[config.mk]
export PLATFORM = sky130hd
export DESIGN_NAME = rf_access_arbiter
export DESIGN_NICKNAME = d
export VERILOG_FILES = /design/src/rtl/rf_access_arbiter.sv
export SDC_FILE = /design/constraint.sdc
export NUM_CORES = 1
export LEC_CHECK = 0
export BUFFER_PORTS_ARGS = -buffer_cell sky130_fd_sc_hd__buf_2
export CORE_MARGIN = 4
export CORE_UTILIZATION = 45
export DETAILED_ROUTE_END_ITERATION = 10
export PLACE_DENSITY = 0.81
export REMOVE_ABC_BUFFERS = 1
export SKIP_CTS_REPAIR_TIMING = 1
export SLEW_MARGIN = 20
export SYNTH_ARGS = -nofsm -noshare
export SYNTH_HDL_FRONTEND = slang
export SYNTH_SLANG_ARGS = --single-unit
[constraint.sdc]
create_clock -name CLK -period 5.7 [get_ports CLK]
set_input_delay 0.57 -clock CLK [delete_from_list [all_inputs] [get_ports CLK]]
set_output_delay 0.57 -clock CLK [all_outputs]
set_load 0.01 [all_outputs]
[src/rtl/rf_access_arbiter.sv]
// rf_access_arbiter: round-robin two-requester sequencer for the register file's single access port.
// All outputs are registered from the next state so strobes, grants and acks line up with the FSM cycles.
module rf_access_arbiter #(
    parameter int DATA_WIDTH   = 32,
    parameter int ADDR_WIDTH   = 5,
    parameter bit REG0_PROTECT = 1'b1
) (
    input  logic                  CLK,
    input  logic                  RST,
    input  logic                  A_REQ,
    input  logic                  B_REQ,
    input  logic                  A_WE,
    input  logic                  B_WE,
    input  logic [ADDR_WIDTH-1:0] A_ADDR_R1,
    input  logic [ADDR_WIDTH-1:0] A_ADDR_R2,
    input  logic [ADDR_WIDTH-1:0] B_ADDR_R1,
    input  logic [ADDR_WIDTH-1:0] B_ADDR_R2,
    input  logic [ADDR_WIDTH-1:0] A_ADDR_W,
    input  logic [ADDR_WIDTH-1:0] B_ADDR_W,
    input  logic [DATA_WIDTH-1:0] A_WDATA,
    input  logic [DATA_WIDTH-1:0] B_WDATA,
    output logic                  A_ACK,
    output logic                  B_ACK,
    output logic                  A_GNT,
    output logic                  B_GNT,
    output logic [DATA_WIDTH-1:0] RDATA1,
    output logic [DATA_WIDTH-1:0] RDATA2,
    output logic                  BUSY,
    output logic                  RF_READ,
    output logic                  RF_WRITE,
    output logic [ADDR_WIDTH-1:0] RF_ADDR_R1,
    output logic [ADDR_WIDTH-1:0] RF_ADDR_R2,
    output logic [ADDR_WIDTH-1:0] RF_ADDR_W,
    output logic [DATA_WIDTH-1:0] RF_DATA_W,
    input  logic [DATA_WIDTH-1:0] RF_DATA_R1,
    input  logic [DATA_WIDTH-1:0] RF_DATA_R2
);
    typedef enum logic [1:0] {IDLE, ISSUE, CAPTURE, DONE} state_t;
    state_t                state, state_n;
    logic                  ptr_b, owner_b, we_q;
    logic                  pick_b, lat, own_n, we_n;
    logic [ADDR_WIDTH-1:0] addr_w_n;
    always_comb begin
        pick_b   = B_REQ && (!A_REQ || ptr_b);
        lat      = (state == IDLE) && (A_REQ || B_REQ);
        own_n    = lat ? pick_b : owner_b;
        we_n     = lat ? (pick_b ? B_WE : A_WE) : we_q;
        addr_w_n = lat ? (pick_b ? B_ADDR_W : A_ADDR_W) : RF_ADDR_W;
        state_n  = state == IDLE    ? (lat ? ISSUE : IDLE) :
                   state == ISSUE   ? (we_q ? DONE : CAPTURE) :
                   state == CAPTURE ? DONE : IDLE;
    end
    always_ff @(posedge CLK or posedge RST) begin
        if (RST) state <= IDLE;
        else     state <= state_n;
    end
    always_ff @(posedge CLK or posedge RST) begin
        if (RST) begin
            ptr_b      <= 1'b0;
            owner_b    <= 1'b0;
            we_q       <= 1'b0;
            A_ACK      <= 1'b0;
            B_ACK      <= 1'b0;
            A_GNT      <= 1'b0;
            B_GNT      <= 1'b0;
            BUSY       <= 1'b0;
            RF_READ    <= 1'b0;
            RF_WRITE   <= 1'b0;
            RDATA1     <= '0;
            RDATA2     <= '0;
            RF_ADDR_R1 <= '0;
            RF_ADDR_R2 <= '0;
            RF_ADDR_W  <= '0;
            RF_DATA_W  <= '0;
        end else begin
            owner_b  <= own_n;
            we_q     <= we_n;
            BUSY     <= state_n != IDLE;
            A_GNT    <= state_n != IDLE && !own_n;
            B_GNT    <= state_n != IDLE && own_n;
            A_ACK    <= state_n == DONE && !own_n;
            B_ACK    <= state_n == DONE && own_n;
            RF_READ  <= (state_n == ISSUE && !we_n) || state_n == CAPTURE;
            // A protected write to R0 still runs the sequence, just without the strobe
            RF_WRITE <= state_n == ISSUE && we_n && !(REG0_PROTECT && addr_w_n == '0);
            RF_ADDR_W <= addr_w_n;
            if (lat) begin
                RF_ADDR_R1 <= pick_b ? B_ADDR_R1 : A_ADDR_R1;
                RF_ADDR_R2 <= pick_b ? B_ADDR_R2 : A_ADDR_R2;
                RF_DATA_W  <= pick_b ? B_WDATA : A_WDATA;
            end
            if (state == CAPTURE) begin
                RDATA1 <= RF_DATA_R1;
                RDATA2 <= RF_DATA_R2;
            end
            if (state == DONE) ptr_b <= !owner_b;
        end
    end
endmodule

==> results summary <==
The root buffer cell is clkbuf_8. After detailed routing, the number of remaining DRC violations is 0. Using the TritonRoute via totals, the vias-per-cell ratio works out to between 5 and 6. The utilization after layout came out at approximately 65%. The post-synthesis average cell area is 11.46 sq um. The total CTS buffers came out at 17. The worst hold path belongs to the class in2async. Setup violations remaining at the end of the flow were counted as 0. The aggregate routed wire length came out at around 14000 microns. The worst supply voltage drop on vdd came out at around 320 uV. The smallest hold slack is 185.2 ps. The core outline area came out at 10890 sq um.

The post-synthesis cell type count came out at 28. The share of final-layout standard cells stronger than drive strength 1 came out at 53.30%. The static leakage power came out at approximately 3.5 nW. The final total negative setup slack is 0 ps. The total global-route track usage is a little over a fifth.

The detail-routed net length per standard cell is between 15 and 20 microns. In this run the core area contains 38 standard-cell rows. For this design the top-level I/O count stands at ~280. After layout, the worst setup slack is around 3300 ps. The number of global-route vias before repair came out at 4510. Setup repair after global routing left no endpoint under its margin. The worst setup path is captured at a flop. The number of warning messages in the yosys log is 0. Before antenna repair, the detailed router went through 5 iterations. The worst relative slew slack is roughly a third. The sequential share of the synthesized area is 61.47%. The non-filler instance count after layout is about 870. The buffering stage count on the worst path with inverters included came out at 3. For this configuration, the core starts out at a cell density of around 46%.

The number of max-capacitance violations reported is 0. Counting buffers and inverters, the worst setup path is 8 cells deep. Including well taps, the total number of placed cells is between 800 and 900. After clock tree synthesis, the clock-pin slew on the worst setup and hold paths is about 50 ps. The post-synth design cell area is roughly 5000 sq um. The synthesized design contains 0 enable-type register cells. The path depth of the worst reg2reg path came out at 8. On the critical path the largest part of the delay comes from buffers and inverters. Based on the critical path, the design can be clocked at up to between 0.4 and 0.5 GHz. The growth of design area from synthesis to finish is 41.25%. The count of buffers from port buffering came out at 281. The clock skew came out at just under 7 ps. The insertion delay of the later-clocked pin in the worst-skew pair came out at ~500 ps. The number of hold violations in the final report came out at 0. The number of nets with antenna violations after detailed routing is 0. The clock tree synthesis step divided the H-tree into 4 levels. The master of the slowest instance on the critical path is buf_4. The number of diodes came out at 0. The critical-path maximum fanout is 65. TritonCTS built the clock tree. The most used flip-flop cell after synthesis is dfrtp_1. In this run the horizontal extent of the chip is between 100 and 150 microns. The initial detailed-routing violation count came out at between 200 and 300. The required time reported for the critical path endpoint came out at just over 6000 ps. Entering global routing, the biggest net connects slightly below 90 pins.

The post-route fraction of the period consumed by the critical path came out at 42.29%. The floorplan die height came out at between 100 and 150 microns. The largest incremental delay on the critical path came out at 620 ps. The worst setup path is of the reg2reg kind. The clock sink count is between 100 and 150. The total global routing overflow is 0.

The HPWL after detailed placement is just over 10000 microns. The startpoint type of the worst setup path is a flop. The flow ran to the end, and the final reports show no timing, DRC or antenna violations. The arrival time of the worst setup path is 2840 ps. The critical path goes through inv_1, ha_2, buf_4, mux2i_1, o21ai_0, inv_1, nor2_1, o311a_1. In the synthesized netlist, the number of instances is 437.

For this run, the post-layout net count is around 880. The number of max-slew violations in the final report is 0. Routability-driven placement finished with a final weighted congestion of about 0.83. The async set or reset register ratio after synthesis is 100.0%. The number of antenna violations at the first check in global routing came out at 0. Subtracting the final worst setup slack from the clock period gives between 2000 and 2500 ps. The global-route wire length before repair is approximately 22000 microns. The worst-case setup slack after placement came out at about 3300 ps. Counting flops and latches in the post-synthesis netlist gives 123. The overall die area is between 10000 and 15000 sq um. For the pin with the worst max-slew slack, the measured transition is slightly above 1000 ps. The via count came out at around 4300. The library cell appearing most often on the critical path is inv_1. The longest clock path from root to sink contains 2 buffers. The ratio of total power to cell area came out at 609.1 nW/um^2.
## synthesized netlist by cell type, types with 4 or more instances
| library cell | count | area, sq um |
|---|---|---|
| dfrtp_1 | 123 | 3078 |
| nand2_1 | 89 | 334.1 |
| mux2_2 | 64 | 720.7 |
| nor2_1 | 52 | 195.2 |
| a31oi_1 | 44 | 275.3 |
| buf_2 | 14 | 70.07 |
| a21oi_1 | 6 | 30.03 |
| clkbuf_1 | 6 | 22.52 |
| inv_1 | 6 | 22.52 |
| buf_1 | 5 | 18.77 |
| ha_1 | 4 | 50.05 |
| o21ai_0 | 4 | 20.02 |
## stage by stage
stage	total power [mW]	cell area (sq um)
floorplan	2.597	4896
global placement	3.223	6506
detailed placement	3.310	6506
CTS	4.353	7073
global route	4.583	7073
finish	4.308	7073
## placed cells by master (no fill, tap or decap), types with 2 or more instances in the layout
cell        Yosys  final
nand2b_1        2      2
a21oi_1         6      6
mux2_2         64     64
nand2_1        89     89
and3_1          2      2
ha_1            4      3
bufinv_16       0      2
buf_2          14    281
buf_4           0      3
inv_1           6      5
clkbuf_8        0      3
o21ai_0         4      4
a31oi_1        44     44
o22ai_1         2      2
clkinvlp_4      0      3
clkbuf_16       0     16
clkinv_2        0      6
nor2_1         52     52
dfrtp_1       123    123
## power breakdown
part | internal [mW] | switching, mW
clock network | 0.641 | 0.370
logic | 0.803 | 0.927
registers | 1.33 | 0.240
## final cells by class
cell class / instances / area [sq um]
inverter: 7 / 28.78
tap: 140 / 175.2
multi-input combinational: 282 / 1795
clock buffer: 20 / 445.4
timing repair buffer: 284 / 1429
clock inverter: 12 / 121.4
sequential: 123 / 3078
fill: 814 / 3815
## worst register-to-register path: cells and delay by family (launching register included)
kind,cells,cell delay (ps)
adder cells (fa/ha/maj),1,160
AO/OA/AOI/OAI,2,670
AND/OR/NAND/NOR,1,120
buffers and inverters,3,850
multiplexers,1,160
flip-flops,1,400
## final timing paths
check	from	end	slack, ps
min in group CLK	RF_DATA_R2[7]	RDATA2[7]$_DFFE_PP0P_	300
max in group asynchronous	RST	A_ACK$_DFF_PP0_	4210
worst max-delay path	state[0]$_DFF_PP0_	RF_WRITE$_DFF_PP0_	3290
worst min-delay path	RST	RDATA2[19]$_DFFE_PP0P_	190
worst max register to register	state[0]$_DFF_PP0_	RF_WRITE$_DFF_PP0_	3290
worst min register to register	owner_b$_DFF_PP0_	ptr_b$_DFFE_PP0N_	490
## registers in the layout (all words and copies together), names as in the netlist, 2 cells and up
signal,cells
RF_DATA_W,32
RF_ADDR_R2,5
state,2
RF_ADDR_W,5
RDATA1,32
RDATA2,32
RF_ADDR_R1,5
## cell families (layout without fill, tap and decap cells)
kind of cell	after synthesis	in the layout	share of synthesized area, %
adder cells (fa/ha/maj)	4	4	0.9995
AO/OA/AOI/OAI	64	64	8.471
AND/OR/NAND/NOR	149	149	11.72
buffers and inverters	32	323	2.749
flip-flops	123	123	61.47
multiplexers	65	65	14.59
## per-layer routing
metal / up-vias / global-route usage (%) / routed length [microns] / share of wire, %
li1: 2050 / - / - / -
met1: 2041 / 24.89 / 5229 / 37
met2: 226 / 38.16 / 7198 / 51
met3: 24 / 6.048 / 1195 / 8.5
met4: 0 / 8.734 / 354 / 2.5
met5: - / 0 / 0 / 0
Power figures use the tool's default switching activity.
